<file path="src/rtl/count_mem_reader_if.sv">
// Bus bundle for count_mem_reader: sample write strobe, registered valid/ready
// read port, and buffer health status.
interface count_mem_reader_if #(
  parameter int DATA_W = 8,
  parameter int ADDR_W = 4
);
  logic              wr_en;
  logic [DATA_W-1:0] wr_data;
  logic              rd_valid;
  logic              rd_ready;
  logic [DATA_W-1:0] rd_data;
  logic              rd_seq_err;
  logic [ADDR_W:0]   level;
  logic              full;
  logic              empty;
  logic [7:0]        overflow_cnt;
  logic [7:0]        seq_err_cnt;

  modport slave (
    input  wr_en, wr_data, rd_ready,
    output rd_valid, rd_data, rd_seq_err, level, full, empty,
           overflow_cnt, seq_err_cnt
  );

  modport master (
    output wr_en, wr_data, rd_ready,
    input  rd_valid, rd_data, rd_seq_err, level, full, empty,
           overflow_cnt, seq_err_cnt
  );
endinterface

</file>
<file path="src/rtl/count_mem_reader.sv">
// Circular sample buffer with a registered valid/ready output stage, sequence
// continuity checking and saturating drop / sequence-error counters.
module count_mem_reader #(
  parameter int DATA_W = 8,
  parameter int ADDR_W = 4
) (
  input  logic                clk,
  input  logic                rst,
  count_mem_reader_if.slave   bus
);
  localparam int DEPTH = 1 << ADDR_W;
  localparam logic [ADDR_W:0]   PTR_ONE  = {{ADDR_W{1'b0}}, 1'b1};
  localparam logic [DATA_W-1:0] DATA_ONE = {{(DATA_W-1){1'b0}}, 1'b1};

  logic [DATA_W-1:0] mem_q [DEPTH];

  logic [ADDR_W:0]   wr_ptr_q, wr_ptr_d;
  logic [ADDR_W:0]   rd_ptr_q, rd_ptr_d;
  logic              rd_valid_q, rd_valid_d;
  logic [DATA_W-1:0] rd_data_q, rd_data_d;
  logic              rd_seq_err_q, rd_seq_err_d;
  logic [DATA_W-1:0] last_q, last_d;
  logic              have_prev_q, have_prev_d;
  logic [7:0]        ovf_cnt_q, ovf_cnt_d;
  logic [7:0]        seq_cnt_q, seq_cnt_d;

  logic              full_s, empty_s, wr_fire_s, wr_drop_s, load_s, err_s;
  logic [DATA_W-1:0] head_s, expected_s;

  // Full/empty come from the registered pointers only: no bypass, no same-edge relief.
  assign full_s    = (wr_ptr_q[ADDR_W-1:0] == rd_ptr_q[ADDR_W-1:0]) &&
                     (wr_ptr_q[ADDR_W] != rd_ptr_q[ADDR_W]);
  assign empty_s   = (wr_ptr_q == rd_ptr_q);
  assign wr_fire_s = bus.wr_en && !full_s;
  assign wr_drop_s = bus.wr_en && full_s;
  assign load_s    = (!rd_valid_q || bus.rd_ready) && !empty_s;

  assign head_s     = mem_q[rd_ptr_q[ADDR_W-1:0]];
  assign expected_s = last_q + DATA_ONE;
  assign err_s      = have_prev_q && (head_s != expected_s);

  // Sample storage; contents survive reset.
  always_ff @(posedge clk) begin
    if (!rst && wr_fire_s) begin
      mem_q[wr_ptr_q[ADDR_W-1:0]] <= bus.wr_data;
    end
  end

  // Next-state for pointers, output stage, sequence tracker and counters.
  always_comb begin
    wr_ptr_d     = wr_ptr_q;
    rd_ptr_d     = rd_ptr_q;
    rd_valid_d   = rd_valid_q;
    rd_data_d    = rd_data_q;
    rd_seq_err_d = rd_seq_err_q;
    last_d       = last_q;
    have_prev_d  = have_prev_q;
    ovf_cnt_d    = ovf_cnt_q;
    seq_cnt_d    = seq_cnt_q;

    if (wr_fire_s) begin
      wr_ptr_d = wr_ptr_q + PTR_ONE;
    end else begin
      wr_ptr_d = wr_ptr_q;
    end

    if (wr_drop_s && (ovf_cnt_q != 8'hFF)) begin
      ovf_cnt_d = ovf_cnt_q + 8'd1;
    end else begin
      ovf_cnt_d = ovf_cnt_q;
    end

    if (load_s) begin
      rd_ptr_d     = rd_ptr_q + PTR_ONE;
      rd_valid_d   = 1'b1;
      rd_data_d    = head_s;
      rd_seq_err_d = err_s;
      last_d       = head_s;
      have_prev_d  = 1'b1;
      if (err_s && (seq_cnt_q != 8'hFF)) begin
        seq_cnt_d = seq_cnt_q + 8'd1;
      end else begin
        seq_cnt_d = seq_cnt_q;
      end
    end else if (rd_valid_q && bus.rd_ready) begin
      rd_valid_d = 1'b0;
    end else begin
      rd_valid_d = rd_valid_q;
    end
  end

  // State registers with synchronous reset.
  always_ff @(posedge clk) begin
    if (rst) begin
      wr_ptr_q     <= '0;
      rd_ptr_q     <= '0;
      rd_valid_q   <= 1'b0;
      rd_data_q    <= '0;
      rd_seq_err_q <= 1'b0;
      last_q       <= '0;
      have_prev_q  <= 1'b0;
      ovf_cnt_q    <= 8'd0;
      seq_cnt_q    <= 8'd0;
    end else begin
      wr_ptr_q     <= wr_ptr_d;
      rd_ptr_q     <= rd_ptr_d;
      rd_valid_q   <= rd_valid_d;
      rd_data_q    <= rd_data_d;
      rd_seq_err_q <= rd_seq_err_d;
      last_q       <= last_d;
      have_prev_q  <= have_prev_d;
      ovf_cnt_q    <= ovf_cnt_d;
      seq_cnt_q    <= seq_cnt_d;
    end
  end

  assign bus.rd_valid     = rd_valid_q;
  assign bus.rd_data      = rd_data_q;
  assign bus.rd_seq_err   = rd_seq_err_q;
  assign bus.level        = wr_ptr_q - rd_ptr_q;
  assign bus.full         = full_s;
  assign bus.empty        = empty_s;
  assign bus.overflow_cnt = ovf_cnt_q;
  assign bus.seq_err_cnt  = seq_cnt_q;
endmodule

</file>
<file path="src/flat_wrapper.sv">
// flat-port wrapper written by rule: the top's interface ports become plain ports
module count_mem_reader_flat 
#(
  parameter int DATA_W = 8,
  parameter int ADDR_W = 4
)
  (clk, rst, bus_wr_en, bus_wr_data, bus_rd_ready, bus_rd_valid, bus_rd_data, bus_rd_seq_err, bus_level, bus_full, bus_empty, bus_overflow_cnt, bus_seq_err_cnt);
  count_mem_reader_if #(.DATA_W(DATA_W), .ADDR_W(ADDR_W)) bus_i ();
  input  logic clk;
  input  logic rst;
  input wire logic [$bits(bus_i.wr_en)-1:0] bus_wr_en;
  input wire logic [$bits(bus_i.wr_data)-1:0] bus_wr_data;
  input wire logic [$bits(bus_i.rd_ready)-1:0] bus_rd_ready;
  output wire logic [$bits(bus_i.rd_valid)-1:0] bus_rd_valid;
  output wire logic [$bits(bus_i.rd_data)-1:0] bus_rd_data;
  output wire logic [$bits(bus_i.rd_seq_err)-1:0] bus_rd_seq_err;
  output wire logic [$bits(bus_i.level)-1:0] bus_level;
  output wire logic [$bits(bus_i.full)-1:0] bus_full;
  output wire logic [$bits(bus_i.empty)-1:0] bus_empty;
  output wire logic [$bits(bus_i.overflow_cnt)-1:0] bus_overflow_cnt;
  output wire logic [$bits(bus_i.seq_err_cnt)-1:0] bus_seq_err_cnt;
  assign bus_i.wr_en = bus_wr_en;
  assign bus_i.wr_data = bus_wr_data;
  assign bus_i.rd_ready = bus_rd_ready;
  assign bus_rd_valid = bus_i.rd_valid;
  assign bus_rd_data = bus_i.rd_data;
  assign bus_rd_seq_err = bus_i.rd_seq_err;
  assign bus_level = bus_i.level;
  assign bus_full = bus_i.full;
  assign bus_empty = bus_i.empty;
  assign bus_overflow_cnt = bus_i.overflow_cnt;
  assign bus_seq_err_cnt = bus_i.seq_err_cnt;
  count_mem_reader #(.DATA_W(DATA_W), .ADDR_W(ADDR_W)) u_core (.clk(clk), .rst(rst), .bus(bus_i));
endmodule
</file>
<file path="config.mk">
export PLATFORM = sky130hd
export DESIGN_NAME = count_mem_reader_flat
export DESIGN_NICKNAME = d
export VERILOG_FILES = /design/src/rtl/count_mem_reader_if.sv /design/src/rtl/count_mem_reader.sv /design/src/flat_wrapper.sv
export SDC_FILE = /design/constraint.sdc
export NUM_CORES = 1
export LEC_CHECK = 0
export BUFFER_PORTS_ARGS = -buffer_cell sky130_fd_sc_hd__buf_2
export CORE_MARGIN = 2
export CORE_UTILIZATION = 65
export CTS_BUF_LIST = sky130_fd_sc_hd__clkbuf_8
export DETAILED_ROUTE_END_ITERATION = 7
export GPL_ROUTABILITY_DRIVEN = 0
export PLACE_DENSITY = 0.9
export REMOVE_ABC_BUFFERS = 1
export SYNTH_ARGS = -nofsm -noshare
export SYNTH_HDL_FRONTEND = slang
export SYNTH_SLANG_ARGS = --single-unit
</file>
<file path="constraint.sdc">
create_clock -name clk -period 4.9 [get_ports clk]
set_input_delay 0.98 -clock clk [delete_from_list [all_inputs] [get_ports clk]]
set_output_delay 0.98 -clock clk [all_outputs]
set_load 0.01 [all_outputs]
</file>
## Word-level counts from Yosys, hierarchy flattened

Memories as Yosys holds them, arrays and structs flattened. A register that Yosys moved wholly into a read port is not among the register bits.
Index checks and enable logic that the tools add are counted.

| cells by class | value |
|---|---|
| $add $sub $neg | 6 |
| eq/ne operators | 6 |
| multiplexer cells | 6 |
| reduce and logical (&&, ||, !) cells | 16 |

Operators with widths:

| cell | count |
|---|---|
| 8-bit by 1-bit adder with 8-bit output (second input constant) | 3 |
| 8-bit inequality test (second input constant) | 2 |
| 5-bit by 1-bit adder with 5-bit output (second input constant) | 2 |
| 1-bit logical AND | 9 |
| 4-bit two-way mux | 2 |
| 8-bit inequality test | 1 |
| 5-bit equality test | 1 |
| 5-bit subtractor | 1 |
| 4-bit equality test | 1 |
| 1-bit logical NOT | 4 |
| 1-bit two-way mux | 4 |
| 2-bit AND reduction | 1 |
| 2-bit nonzero test | 1 |
| 1-bit logical OR | 1 |
| 1-bit inequality test | 1 |

| storage, ports and cells | value |
|---|---|
| register bits | 37 |
| bits in writable memories | 128 |
| input bits | 12 |
| output and inout bits | 33 |
| logic and storage cells | 43 |
| memories | 1 |

Memory list:

| memory | words | bits a word | rd ports | clocked after Yosys merged registers in | write ports | RTL line | source |
|---|---|---|---|---|---|---|---|
| u_core.mem_q | 16 | 8 | 1 | 1 | 1 | count_mem_reader.sv:15 | `logic [DATA_W-1:0] mem_q [DEPTH];` |

## Longest topological paths before layout

| logic depth | value |
|---|---|
| depth in word-level cells | 7 |
| mapped depth | 13 |
| gate-level depth less buffers | 10 |

## Least setup slack after synthesis

Ideal clock, no wire load.

| timing path | value |
|---|---|
| path type | reg2reg |
| start point | register (tool-made name) |
| end point | register u_core.seq_cnt_q[4] (netlist: u_core.bus.seq_err_cnt[4]) |
| library setup time | 70 ps |
| arrival time | 2897 ps |
| data required time | 4830 ps |
| slack | 1933 ps |
| cell stages (with the launch flop) | 12 |
| buffers on the path | 3 |
| period minus slack after synthesis | 2967 ps |
| cells stage by stage | dfxtp_1 -> buf_6 -> buf_6 -> mux4_2 -> mux4_2 -> mux2i_1 -> mux2i_1 -> nor2_1 -> o221a_4 -> buf_6 -> or4_1 -> a21oi_1 |

RTL lines:

| what | RTL line | source |
|---|---|---|
| end signal: assignment | count_mem_reader.sv:113 | `seq_cnt_q <= seq_cnt_d;` |
| end: declaration | count_mem_reader.sv:25 | `logic [7:0] seq_cnt_q, seq_cnt_d;` |

==> impl_metrics.py <==
metrics = {
    "status": {
        "run_status": "finished clean",
    },
    "clock_tree": {
        "cts_root_buffer": "sky130_fd_sc_hd__clkbuf_8",
        "ctsResizeCount": 0,
        "cts_buffers": 17,
        "clock_latency_on_the_worst_skew_pair_ns": 0.46,
        "clk_pin_slew_ns": 0.10,
        "clock_tree_from_tritoncts": "built",
        "numClockSinks": 169,
        "cts.path.max_buffers": 2,
        "post_cts_buffers": 0,
        "postCtsHoldBufs": 0,
        "cts_max_level": 4,
    },
    "worst_setup_path": {
        "worstPathRequired_ns": 5.29,
        "cp_top_family": "multiplexers",
        "timing.critical_path.arrival_ns": 4.02,
        "critPathSlowestCell": "sky130_fd_sc_hd__dfxtp_2",
        "worst-path-max-fanout": 22,
        "worst_setup_path_end_kind": "register",
        "critical-path-max-stage-delay_ns": 0.79,
        "path_class": "reg -> reg",
        "critical_path_launch_point_type": "register",
        "timing.critical_path.cells": "buf_4, mux4_2, mux4_2, mux2i_1, mux2i_1, nor2_1, o221a_4, or4_1, a21oi_1",
        "critical_path_buf_inv_count": 1,
    },
    "routing": {
        "pre_repair_dr_iteration_count": 5,
        "detail_route.wl_per_cell_um": 22.6,
        "drt-vias-per-instance": 6.45,
        "wirelength_routed_mm": 14.8,
        "drt_first_iter_violations": 463,
        "detail_route.drc_violations": 0,
        "detail-route-antenna-nets": 0,
        "via_count": 4226,
    },
    "global_route": {
        "grtUsageTotal": 0.275,
        "grt_start_max_net_pins": 39,
        "grt-ovfl-total": 0,
        "global_route_wire_length_before_repair_mm": 23.0,
        "grt_pass1_vias": 4260,
        "grt_antenna_before_repair": 1,
    },
    "sta": {
        "timing.final.crit_period_ns": 3.62,
        "slew_violations": 0,
        "grt_setup_unrepaired": "false",
        "slew_headroom": 0.268,
        "fin_crit_sh": 0.739,
        "fin_worst_skew_ns": 0.0147,
        "max_freq_ghz": 0.276,
        "tightestPinTransition_ns": 1.10,
        "setup_viol": 0,
        "final_hold_viol_count": 0,
        "finalSetupTns_ns": 0,
    },
    "layout": {
        "final.fill_count": 590,
        "commonest_non_fill_non_tap_cell_in_the_layout": "sky130_fd_sc_hd__edfxtp_1",
        "commonest_cells_after_routing_fill_and_taps_aside": "128 x sky130_fd_sc_hd__edfxtp_1, 44 x sky130_fd_sc_hd__buf_2, 40 x sky130_fd_sc_hd__nor2_1, 40 x sky130_fd_sc_hd__dfxtp_1, 38 x sky130_fd_sc_hd__nand2_1",
        "fin_nets": 530,
        "post_route_cells_drive_above_1_share": 0.234,
        "syn2layout_area_growth_pct": 11.0,
    },
    "yosys": {
        "synth_area_um2": 7000,
        "synth-edff-count": 128,
        "postSynthAreaPerCell_um2": 15.4,
        "ys_ff_latch": 169,
        "synthesis.yosys.warnings": 0,
        "synth.yosys.seq_area_share": 0.667,
        "syn_inst": 453,
        "post_synthesis_cell_type_count": 43,
        "dominantRegCellSynth": "sky130_fd_sc_hd__edfxtp_1",
        "postSynth.asyncResetShare": 0,
    },
    "pwr": {
        "power.density_nw_per_um2": 439,
        "static-leakage-power_nw": 2.71,
        "seqPwrFrac": 0.493,
        "power.total_w": 0.00341,
        "comb_power_share": 0.199,
        "vdd_ir_drop_max_uv": 388,
        "power.switching_w": 0.00103,
        "cell_internal_pwr_w": 0.00238,
        "switching_share": 0.303,
        "p_clk_frac": 0.307,
    },
    "worst_hold_path": {
        "timing.hold.worst.class": "reg -> reg",
    },
    "floorplan": {
        "floorplan.initialDensity": 0.675,
        "fp.dieArea_um2": 11600,
        "io_pins": 45,
        "number_of_placement_rows": 37,
        "dieHeight_um": 108,
        "placeableCoreArea_um2": 10400,
        "fp.dieW_um": 108,
    },
    "placed_design": {
        "port_buffers": 44,
        "hpwlAfterDp_mm": 9.61,
    },
    "flow_run": {
        "maxCapViolations": 0,
    },
}
==> metal layers <==
layer / up-vias / GRT usage / share of wire
met4: 0 / 0.107 / 0.020
li1: 1832 / - / -
met1: 2109 / 0.347 / 0.37
met5: - / 0 / 0
met2: 250 / 0.465 / 0.52
met3: 35 / 0.0654 / 0.082
==> power by group through the flow <==
stage          Combinational [W]  Clock, W  Sequential (W)
4_1_cts                 0.000674   0.00105         0.00168
2_1_floorplan           0.000408         0         0.00173
5_1_grt                 0.000740   0.00110         0.00169
3_5_place_dp            0.000664         0         0.00171
3_3_place_gp            0.000632         0         0.00170
6_report                0.000679   0.00105         0.00168
==> Yosys cell counts (all sizes together) (2+ instances only) <==
library cell / n / area [um2]
xnor2: 11 / 96.3
buf: 10 / 73.8
o221a: 3 / 42.5
nor3: 7 / 35.0
nand3: 9 / 45.0
nor2b: 7 / 43.8
or3: 2 / 12.5
nor2: 40 / 150
and2: 2 / 12.5
and4: 2 / 17.5
dfxtp: 41 / 821
and3: 5 / 31.3
a21o: 2 / 15.0
nand2: 38 / 143
mux2: 2 / 22.5
inv: 10 / 37.5
nand4: 5 / 31.3
a31oi: 3 / 18.8
xor2: 14 / 123
edfxtp: 128 / 3840
nor4: 2 / 12.5
mux4: 35 / 788
nor3b: 2 / 15.0
a21oi: 17 / 85.1
nand2b: 4 / 25.0
ha: 12 / 150
mux2i: 11 / 110
o31ai: 3 / 22.5
or4: 3 / 22.5
o21ai: 2 / 10.0
clkbuf: 8 / 30.0
a22oi: 6 / 45.0
==> sequential cells by signal (all words and copies together) (netlist names), named ones only <==
name and cells:
u_core.bus.overflow_cnt 8, u_core.bus.rd_data 8, u_core.bus.rd_seq_err 1, u_core.bus.rd_valid 1
u_core.bus.seq_err_cnt 8, u_core.have_prev_q 1, u_core.mem_q 128, u_core.rd_ptr_q 5
u_core.wr_ptr_q 5
==> path summary, 6_finish.rpt <==
check                                           start                        end  slack, ns  depth (start not counted)
worst max register to register               register  u_core.bus.seq_err_cnt[4]       1.28                          9
worst min-delay path            u_core.bus.rd_seq_err      u_core.bus.rd_seq_err       0.47                          2
worst min register to register  u_core.bus.rd_seq_err      u_core.bus.rd_seq_err       0.47                          2
worst max-delay path                         register  u_core.bus.seq_err_cnt[4]       1.28                          9
==> through the flow <==
stage / std cells / instance area, um2 / setup WS (ns) / hold slack (ns) / utilization
floorplan: 435 / 6890 / 1.20 / 0.440 / -
global placement: 622 / 7340 / 1.36 / 0.450 / 0.708
detailed placement: 622 / 7340 / 1.26 / 0.454 / 0.708
CTS: 654 / 7770 / 1.25 / 0.467 / 0.749
global route: 655 / 7770 / 1.11 / 0.520 / 0.749
finish: 655 / 7770 / 1.28 / 0.467 / 0.749
==> final cells by class <==
type                    count  area, um2  area share
flip-flops and latches    169       4670       0.601
well taps                 136        170      0.0219
inverters                  10       37.5     0.00483
clock inverters            15        194      0.0250
repair buffers             51        273      0.0351
clock buffers              17        234      0.0301
diodes                      1       2.50    0.000322
multi-input cells         256       2190       0.282
==> logic make-up (layout without fill, tap and decap cells) <==
| logic type | after synthesis | after routing | synth area share |
|---|---|---|---|
| compound gates | 39 | 39 | 0.0375 |
| xor+xnor | 25 | 25 | 0.0313 |
| fa+ha+maj | 13 | 13 | 0.0243 |
| buf+inv | 28 | 93 | 0.0202 |
| flops | 169 | 169 | 0.667 |
| mux | 48 | 48 | 0.132 |
| other cells | 0 | 1 | 0 |
| simple gates | 131 | 131 | 0.0885 |
==> worst reg2reg max path: cells and delay by family, from the launching register on <==
kind | cells | cell delay, ns
AOI/OAI and AO/OA | 2 | 0.46
buffers and inverters | 1 | 0.37
DFF | 1 | 0.79
muxes | 4 | 1.35
and+or+nand+nor | 2 | 0.60
No activity file was read; power rests on OpenSTA's default activity.
